### config.mk
export PLATFORM = sky130hd
export DESIGN_NAME = vdp18_access_sched_flat
export DESIGN_NICKNAME = d
export VERILOG_FILES = /design/src/rtl/vdp18_pkg.sv /design/src/rtl/vdp18_access_sched_if.sv /design/src/rtl/vdp18_cpu_slot_hs.sv /design/src/rtl/vdp18_access_sched.sv /design/src/flat_wrapper.sv
export SDC_FILE = /design/constraint.sdc
export NUM_CORES = 1
export LEC_CHECK = 0
export BUFFER_PORTS_ARGS = -buffer_cell sky130_fd_sc_hd__buf_2
export CAP_MARGIN = 30
export CORE_AREA = 8 8 74 76
export DETAILED_ROUTE_END_ITERATION = 8
export DIE_AREA = 0 0 82 84
export GPL_TIMING_DRIVEN = 1
export PLACE_DENSITY_LB_ADDON = 0.08
export SLEW_MARGIN = 10
export SYNTH_ARGS = -nofsm -noshare
export SYNTH_HDL_FRONTEND = slang
export SYNTH_HIERARCHICAL = 1
export SYNTH_SLANG_ARGS = --single-unit
### constraint.sdc
create_clock -name clock_i -period 2.1 [get_ports clock_i]
set_input_delay 0.63 -clock clock_i [delete_from_list [all_inputs] [get_ports clock_i]]
set_output_delay 0.63 -clock clock_i [all_outputs]
set_load 0.01 [all_outputs]
### src/rtl/vdp18_pkg.sv
// Shared types and constants for the VDP18 VRAM access scheduler.
package vdp18_pkg;

   typedef enum logic [1:0] {
      OP_GRAPH1 = 2'd0,
      OP_GRAPH2 = 2'd1,
      OP_MULTIC = 2'd2,
      OP_TEXTM  = 2'd3
   } opmode_t;

   typedef enum logic [3:0] {
      AC_NONE = 4'd0,
      AC_PNT  = 4'd1,
      AC_PCT  = 4'd2,
      AC_PGT  = 4'd3,
      AC_STST = 4'd4,
      AC_SATX = 4'd5,
      AC_SATN = 4'd6,
      AC_SATC = 4'd7,
      AC_SPTH = 4'd8,
      AC_SPTL = 4'd9,
      AC_CPU  = 4'd10
   } access_t;

   // Slot phase within the active region, taken from num_pix[2:1]
   localparam logic [1:0] PH_PNT  = 2'd0;
   localparam logic [1:0] PH_PCT  = 2'd1;
   localparam logic [1:0] PH_PGT  = 2'd2;
   localparam logic [1:0] PH_STST = 2'd3;

   localparam int unsigned SPR_FETCH_SLOTS = 5;
   localparam int unsigned STST_LAST       = 31;

   typedef enum logic {
      HS_IDLE  = 1'b0,
      HS_GRANT = 1'b1
   } hs_state_t;

endpackage

### src/rtl/vdp18_access_sched_if.sv
// CPU-port request/acknowledge handshake between the CPU I/O block and the scheduler.
interface vdp18_access_sched_if;
   logic cpu_req_i;
   logic cpu_ack_o;

   modport master (output cpu_req_i, input cpu_ack_o);
   modport slave  (input cpu_req_i, output cpu_ack_o);
endinterface

### src/rtl/vdp18_cpu_slot_hs.sv
// Tracks the single outstanding CPU grant and pulses ack when the granted slot ends.
module vdp18_cpu_slot_hs
   import vdp18_pkg::*;
(
   input  logic clk,
   input  logic rst_n,
   input  logic slot_stb,
   input  logic grant_c,
   output logic busy_c,
   output logic cpu_ack
);

   hs_state_t state, state_nxt;
   logic      ack_nxt;

   always_ff @(posedge clk or negedge rst_n) begin
      if (!rst_n) begin
         state   <= HS_IDLE;
         cpu_ack <= 1'b0;
      end else begin
         state   <= state_nxt;
         cpu_ack <= ack_nxt;
      end
   end

   // Grant is taken on a boundary; the following boundary closes it and fires ack
   always_comb begin
      state_nxt = state;
      ack_nxt   = 1'b0;
      if (slot_stb) begin
         case (state)
            HS_IDLE: begin
               if (grant_c) state_nxt = HS_GRANT;
            end
            HS_GRANT: begin
               ack_nxt   = 1'b1;
               state_nxt = HS_IDLE;
            end
            default: state_nxt = HS_IDLE;
         endcase
      end
   end

   assign busy_c = (state == HS_GRANT);

endmodule

### src/rtl/vdp18_access_sched.sv
// Per-slot VRAM owner selection: pattern/colour/generator, sprite test and fetch, CPU.
module vdp18_access_sched
   import vdp18_pkg::*;
#(
   parameter int unsigned SPR_PER_LINE = 4,
   parameter int unsigned HBLANK_PIX   = 86
) (
   input  logic                              clock_i,
   input  logic                              reset_n_i,
   input  logic                              clk_en_5m37_i,
   input  opmode_t                           opmode_i,
   input  logic                              reg_blank_i,
   input  logic signed [8:0]                 num_pix_i,
   input  logic signed [8:0]                 num_line_i,
   input  logic                              spr_stop_i,
   input  logic [2:0]                        spr_found_i,
   vdp18_access_sched_if.slave               cpu,
   output access_t                           access_type_o,
   output logic [4:0]                        spr_num_o,
   output logic [$clog2(SPR_PER_LINE)-1:0]   spr_idx_o
);

   localparam int unsigned SPR_IDX_W = $clog2(SPR_PER_LINE);

   logic                 slot_stb;
   logic                 disp_act;
   logic                 busy_c;
   logic                 grant_c;
   logic                 slot_free;
   logic                 test_done, test_done_nxt;
   logic [1:0]           phase;
   logic [9:0]           pix_off;
   logic [6:0]           slot_k;
   logic [6:0]           spr_s;
   logic [2:0]           fetch_sub;
   access_t              acc_nxt;
   logic [4:0]           spr_num_nxt;
   logic [SPR_IDX_W-1:0] spr_idx_nxt;

   assign slot_stb = clk_en_5m37_i & ~num_pix_i[0];
   assign disp_act = reg_blank_i & ~num_line_i[8] & (num_line_i[7:0] < 8'd192);
   assign phase    = num_pix_i[2:1];

   vdp18_cpu_slot_hs u_cpu_hs (
      .clk      (clock_i),
      .rst_n    (reset_n_i),
      .slot_stb (slot_stb),
      .grant_c  (grant_c),
      .busy_c   (busy_c),
      .cpu_ack  (cpu.cpu_ack_o)
   );

   always_ff @(posedge clock_i or negedge reset_n_i) begin
      if (!reset_n_i) begin
         access_type_o <= AC_NONE;
         spr_num_o     <= '0;
         spr_idx_o     <= '0;
         test_done     <= 1'b0;
      end else if (slot_stb) begin
         access_type_o <= acc_nxt;
         spr_num_o     <= spr_num_nxt;
         spr_idx_o     <= spr_idx_nxt;
         test_done     <= test_done_nxt;
      end
   end

   always_comb begin
      acc_nxt       = AC_NONE;
      spr_num_nxt   = spr_num_o;
      spr_idx_nxt   = spr_idx_o;
      test_done_nxt = test_done;
      slot_free     = 1'b0;
      grant_c       = 1'b0;
      pix_off       = 10'(num_pix_i) + 10'(HBLANK_PIX);
      slot_k        = 7'(pix_off >> 1);
      spr_s         = slot_k / 7'(SPR_FETCH_SLOTS);
      fetch_sub     = 3'(slot_k % 7'(SPR_FETCH_SLOTS));

      // Sprite test bookkeeping: the counter advances as the STST slot closes
      if (num_pix_i == 9'sd0) begin
         spr_num_nxt   = '0;
         test_done_nxt = 1'b0;
      end else begin
         if (access_type_o == AC_STST && !spr_stop_i) begin
            if (spr_num_o == 5'(STST_LAST)) test_done_nxt = 1'b1;
            else                            spr_num_nxt   = spr_num_o + 5'd1;
         end
         if (spr_stop_i) test_done_nxt = 1'b1;
      end

      if (!disp_act) begin
         slot_free = 1'b1;
      end else if (!num_pix_i[8]) begin
         case (phase)
            PH_PNT: acc_nxt = AC_PNT;
            PH_PCT: begin
               if (opmode_i == OP_GRAPH1 || opmode_i == OP_GRAPH2) acc_nxt   = AC_PCT;
               else                                                 slot_free = 1'b1;
            end
            PH_PGT: acc_nxt = AC_PGT;
            PH_STST: begin
               if (opmode_i == OP_TEXTM || test_done_nxt) slot_free = 1'b1;
               else                                        acc_nxt   = AC_STST;
            end
            default: slot_free = 1'b1;
         endcase
      end else if (opmode_i == OP_TEXTM ||
                   slot_k >= 7'(SPR_FETCH_SLOTS * SPR_PER_LINE)) begin
         slot_free = 1'b1;
      end else begin
         spr_idx_nxt = SPR_IDX_W'(spr_s);
         if (spr_s < 7'(spr_found_i)) begin
            case (fetch_sub)
               3'd0:    acc_nxt = AC_SATX;
               3'd1:    acc_nxt = AC_SATN;
               3'd2:    acc_nxt = AC_SATC;
               3'd3:    acc_nxt = AC_SPTH;
               3'd4:    acc_nxt = AC_SPTL;
               default: acc_nxt = AC_NONE;
            endcase
         end else begin
            slot_free = 1'b1;
         end
      end

      // A slot closing an earlier grant is never re-granted
      if (slot_free && cpu.cpu_req_i && !busy_c) begin
         acc_nxt = AC_CPU;
         grant_c = slot_stb;
      end
   end

endmodule

### src/flat_wrapper.sv
// flat-port wrapper written by rule: the top's interface ports become plain ports
module vdp18_access_sched_flat import vdp18_pkg::*;
#(
   parameter int unsigned SPR_PER_LINE = 4,
   parameter int unsigned HBLANK_PIX   = 86
)
  (clock_i, reset_n_i, clk_en_5m37_i, opmode_i, reg_blank_i, num_pix_i, num_line_i, spr_stop_i, spr_found_i, access_type_o, spr_num_o, spr_idx_o, cpu_cpu_req_i, cpu_cpu_ack_o);
  vdp18_access_sched_if cpu_i ();
  input  logic clock_i;
  input  logic reset_n_i;
  input  logic clk_en_5m37_i;
  input  opmode_t opmode_i;
  input  logic reg_blank_i;
  input  logic signed [8:0] num_pix_i;
  input  logic signed [8:0] num_line_i;
  input  logic spr_stop_i;
  input  logic [2:0] spr_found_i;
  output access_t access_type_o;
  output logic [4:0] spr_num_o;
  output logic [$clog2(SPR_PER_LINE)-1:0] spr_idx_o;
  input wire logic [$bits(cpu_i.cpu_req_i)-1:0] cpu_cpu_req_i;
  output wire logic [$bits(cpu_i.cpu_ack_o)-1:0] cpu_cpu_ack_o;
  assign cpu_i.cpu_req_i = cpu_cpu_req_i;
  assign cpu_cpu_ack_o = cpu_i.cpu_ack_o;
  vdp18_access_sched #(.SPR_PER_LINE(SPR_PER_LINE), .HBLANK_PIX(HBLANK_PIX)) u_core (.clock_i(clock_i), .reset_n_i(reset_n_i), .clk_en_5m37_i(clk_en_5m37_i), .opmode_i(opmode_i), .reg_blank_i(reg_blank_i), .num_pix_i(num_pix_i), .num_line_i(num_line_i), .spr_stop_i(spr_stop_i), .spr_found_i(spr_found_i), .cpu(cpu_i), .access_type_o(access_type_o), .spr_num_o(spr_num_o), .spr_idx_o(spr_idx_o));
endmodule
==> key figures <==
GRT
  • Antenna violations before repair: 0
  • Largest net degree at the start of global routing: 18
  • First-pass GRT wire length: 11.7 mm
  • Vias in the first global route: 2,560
  • GR Util All Layers: 0.207
  • GR Overflow Total: 0

Yosys
  • Gate Count Post-Synth: between 200 and 300
  • Post-synth top area cell: dfrtp_1
  • Number of distinct library cells after synthesis: 72
  • Synth top area cells: dfrtp_1 17%, ha_1 6.6%, nor2_1 4.7%
  • Net Count, Synth: ~320
  • Ys async rst share: 1.00
  • Number of flops mapped to enable cells by yosys: 0
  • Syn_area_per_cell: 7.45 µm²
  • Ys Warns: 6
  • Commonest register cell after synthesis: dfrtp_1
  • Post-synthesis sequential area ratio: 0.168
  • Top cell type's share of synthesized area: 0.168
  • Mapped Area: 2080 µm²
  • Synth Register Bits: 14

Worst setup path
  • Worst reg2reg path depth: 10
  • Critical path data arrival time: around 4100 ps
  • Worst Setup End Kind: flip-flop
  • Critical Path Start Type: input port
  • Crit-path max FO: 9
  • Crit Path Class: input port to flip-flop
  • Req. time, crit path: between 2000 and 2500 ps

Clock network
  • Root buffer cell: clkbuf_8
  • CTS tree: done
  • CTS buffer count: 3
  • Post-CTS Hold Fix Bufs: 0
  • Clock tree buffer depth: 2
  • Reg clk slew, reported paths: approximately 60 ps
  • CTS sink count: 14
  • Clock latency on the worst-skew pair: approximately 240 ps
  • H-tree Lvls: 1

Placed design
  • Dpl hpwl: between 5 and 6 mm
  • Routability cong.: 0.957
  • Dpl cells: 447
  • Port bufs: 34
  • Placed cell area: 3050 µm²

STA
  • Final worst slack: -1870 ps
  • Final Hold Viols: 0
  • Worst slew pin tran: 492 ps
  • Worst Skew: between 1 and 1.5 ps
  • # setup viols final: 7
  • Normalized max-slew margin: 0.671
  • Max frequency: 0.252 GHz
  • Fin. max-slew vios: 0
  • Period utilisation layout: 1.89
  • Crit path time final: 3970 ps
  • RSZ-0062 raised after global routing: yes

Status
  • Failing checks: setup timing
  • Outcome: finished with violations

Die
  • FP Rows: 24
  • Die extent in x: 82 µm
  • Initial core utilization: 0.488
  • Ports: 41
  • Core footprint: 4260 µm²
  • Die height: 84 µm
  • DIE AREA: 6890 µm²

Pwr
  • Final Power: ~1600 µW
  • Leakage Power: 0.00165 µW
  • Pwr/cell area: about 460 nW/µm²
  • Worst IR Drop VDD: 0.328 mV

Hold path
  • HP Class: input port to asynchronous set/reset pin

Layout
  • Final Cell Area: 3460 µm²
  • Final core utilization: 0.812
  • Ant diodes: 0
  • Share of cells above drive strength 1: 0.513
  • Non-filler instance count after layout: around 470
  • Layout Nets: 454
  • Fillers: 300
  • P&R area growth vs syn: 66.5%

Detailed routing
  • DR vias: about 2,800
  • Total wire length: 7.78 mm
  • DRC: 0
  • Vias per inst: 5.96
  • Avg WL per Cell: 16.7 µm
  • Routed Antenna Nets: 0
  • Initial drt markers: 157
  • Initial DRT Pass Iterations: 5

Job
  • Max-cap check violation count: 0
==> power by group <==
group | switching, µW | total [µW] | internal, µW
Sequential | 10.5 | 297 | 287
Clock | 93.1 | 259 | 166
Combinational | 521 | 1050 | 531
Total | 624 | 1610 | 984
==> sequential cells by signal (all words and copies together) (netlist names) <==
register and flops:
u_core/test_done 1, u_core/u_cpu_hs/cpu_ack 1, u_core/spr_idx_o 2, u_core/u_cpu_hs/busy_c 1, u_core/spr_num_o 5, u_core/access_type_o 4
==> logic make-up after synthesis <==
group,after synthesis,synth area share
AO/OA/AOI/OAI,90,0.326
XOR/XNOR,14,0.0626
adder cells (fa/ha/maj),13,0.0764
buffers and inverters,32,0.0722
flip-flops,14,0.168
multiplexers,4,0.0199
AND/OR/NAND/NOR,112,0.274
==> Yosys cell counts (2+ instances only) <==
library cell	n
a211oi_1	7
a21boi_0	2
a21o_1	3
a21oi_1	8
a221oi_1	2
a22o_1	4
a22oi_1	2
a311oi_1	4
a311oi_2	2
and2_1	2
and3_1	4
buf_1	2
buf_2	8
buf_6	2
clkbuf_1	3
dfrtp_1	14
ha_1	11
inv_1	15
mux2i_1	3
nand2_1	25
nand2b_1	7
nand3_1	6
nand3b_1	3
nand4_1	5
nand4b_1	2
nor2_1	26
nor2b_1	5
nor3_1	11
nor3b_1	2
nor4_1	3
o211ai_1	4
o21ai_0	17
o21ai_1	3
o22ai_1	7
o31ai_1	2
or2_2	4
or3_1	3
xnor2_1	10
xor2_1	3
==> worst max-delay path, stage by stage <==
cell and delay, ps:
buf_8 100, buf_4 160, o21a_4 230, xnor2_1 160
nor3_1 250, buf_4 190, a211oi_2 70, or2_4 240
o21ai_2 120, a22oi_2 100, ha_2 190, nand2b_4 130
maj3_2 330, a211o_4 370, o211a_4 290, o21ai_4 180
o21ai_2 90, a41o_1 220
==> through the flow <==
stage	worst slack, ps	hold WS (ps)	TNS (ps)
5_1_grt	-1910	293	-11440
2_1_floorplan	-2140	334	-12690
3_3_place_gp	-2140	464	-13700
6_report	-1870	277	-10980
3_5_place_dp	-2170	502	-14130
4_1_cts	-1770	284	-10520
==> what timing repair did <==
| action | in CTS | in global routing |
|---|---|---|
| cloned | 0 | 0 |
| buffers inserted | 10 | 4 |
| pin swaps | 25 | 23 |
| gates resized for setup | 31 | 22 |
| endpoints found under the setup margin | 7 | 10 |
==> metal layers <==
metal,GRT usage,part of all wire,vias up
met5,0,0,-
met4,0.0783,0.028,0
met3,0.0172,0.070,22
met2,0.358,0.51,136
met1,0.250,0.39,1294
li1,-,-,1318
==> cells in the final DEF (no fill, tap or decap), types with 5 or more instances in the layout <==
master    netlist  routed
dfrtp_1        14      14
o21ai_0        17      12
ha_1           11       9
nand4_1         5       5
xnor2_1        10       7
nand2_1        25      23
nor2_1         26      25
nand3_1         6       5
buf_2           8      31
inv_1          15      13
buf_4           1     110
a21oi_1         8       6
o22ai_1         7       6
nor3_1         11       7
nand2b_1        7       5
==> path summary, 6_finish.rpt <==
check	from	endpoint	slack, ps
max	num_pix_i[1]	u_core/access_type_o[3]	-1870
min	reset_n_i	u_core/access_type_o[0]	280
max reg2reg	u_core/spr_num_o[0]	u_core/access_type_o[3]	-510
min reg2reg	u_core/spr_idx_o[1]	u_core/spr_idx_o[1]	510
max in group asynchronous	reset_n_i	u_core/spr_num_o[3]	1580
min in group clock_i	u_core/spr_idx_o[1]	u_core/spr_idx_o[1]	510
==> final cells by class <==
class,instances,area (µm²),area share
repair buffers,147,1050,0.303
flip-flops and latches,14,350,0.101
inverters,15,63.8,0.0184
well taps,52,65.1,0.0188
clock buffers,4,55.1,0.0159
multi-input cells,233,1880,0.543
(Power assumes the default switching activity.)
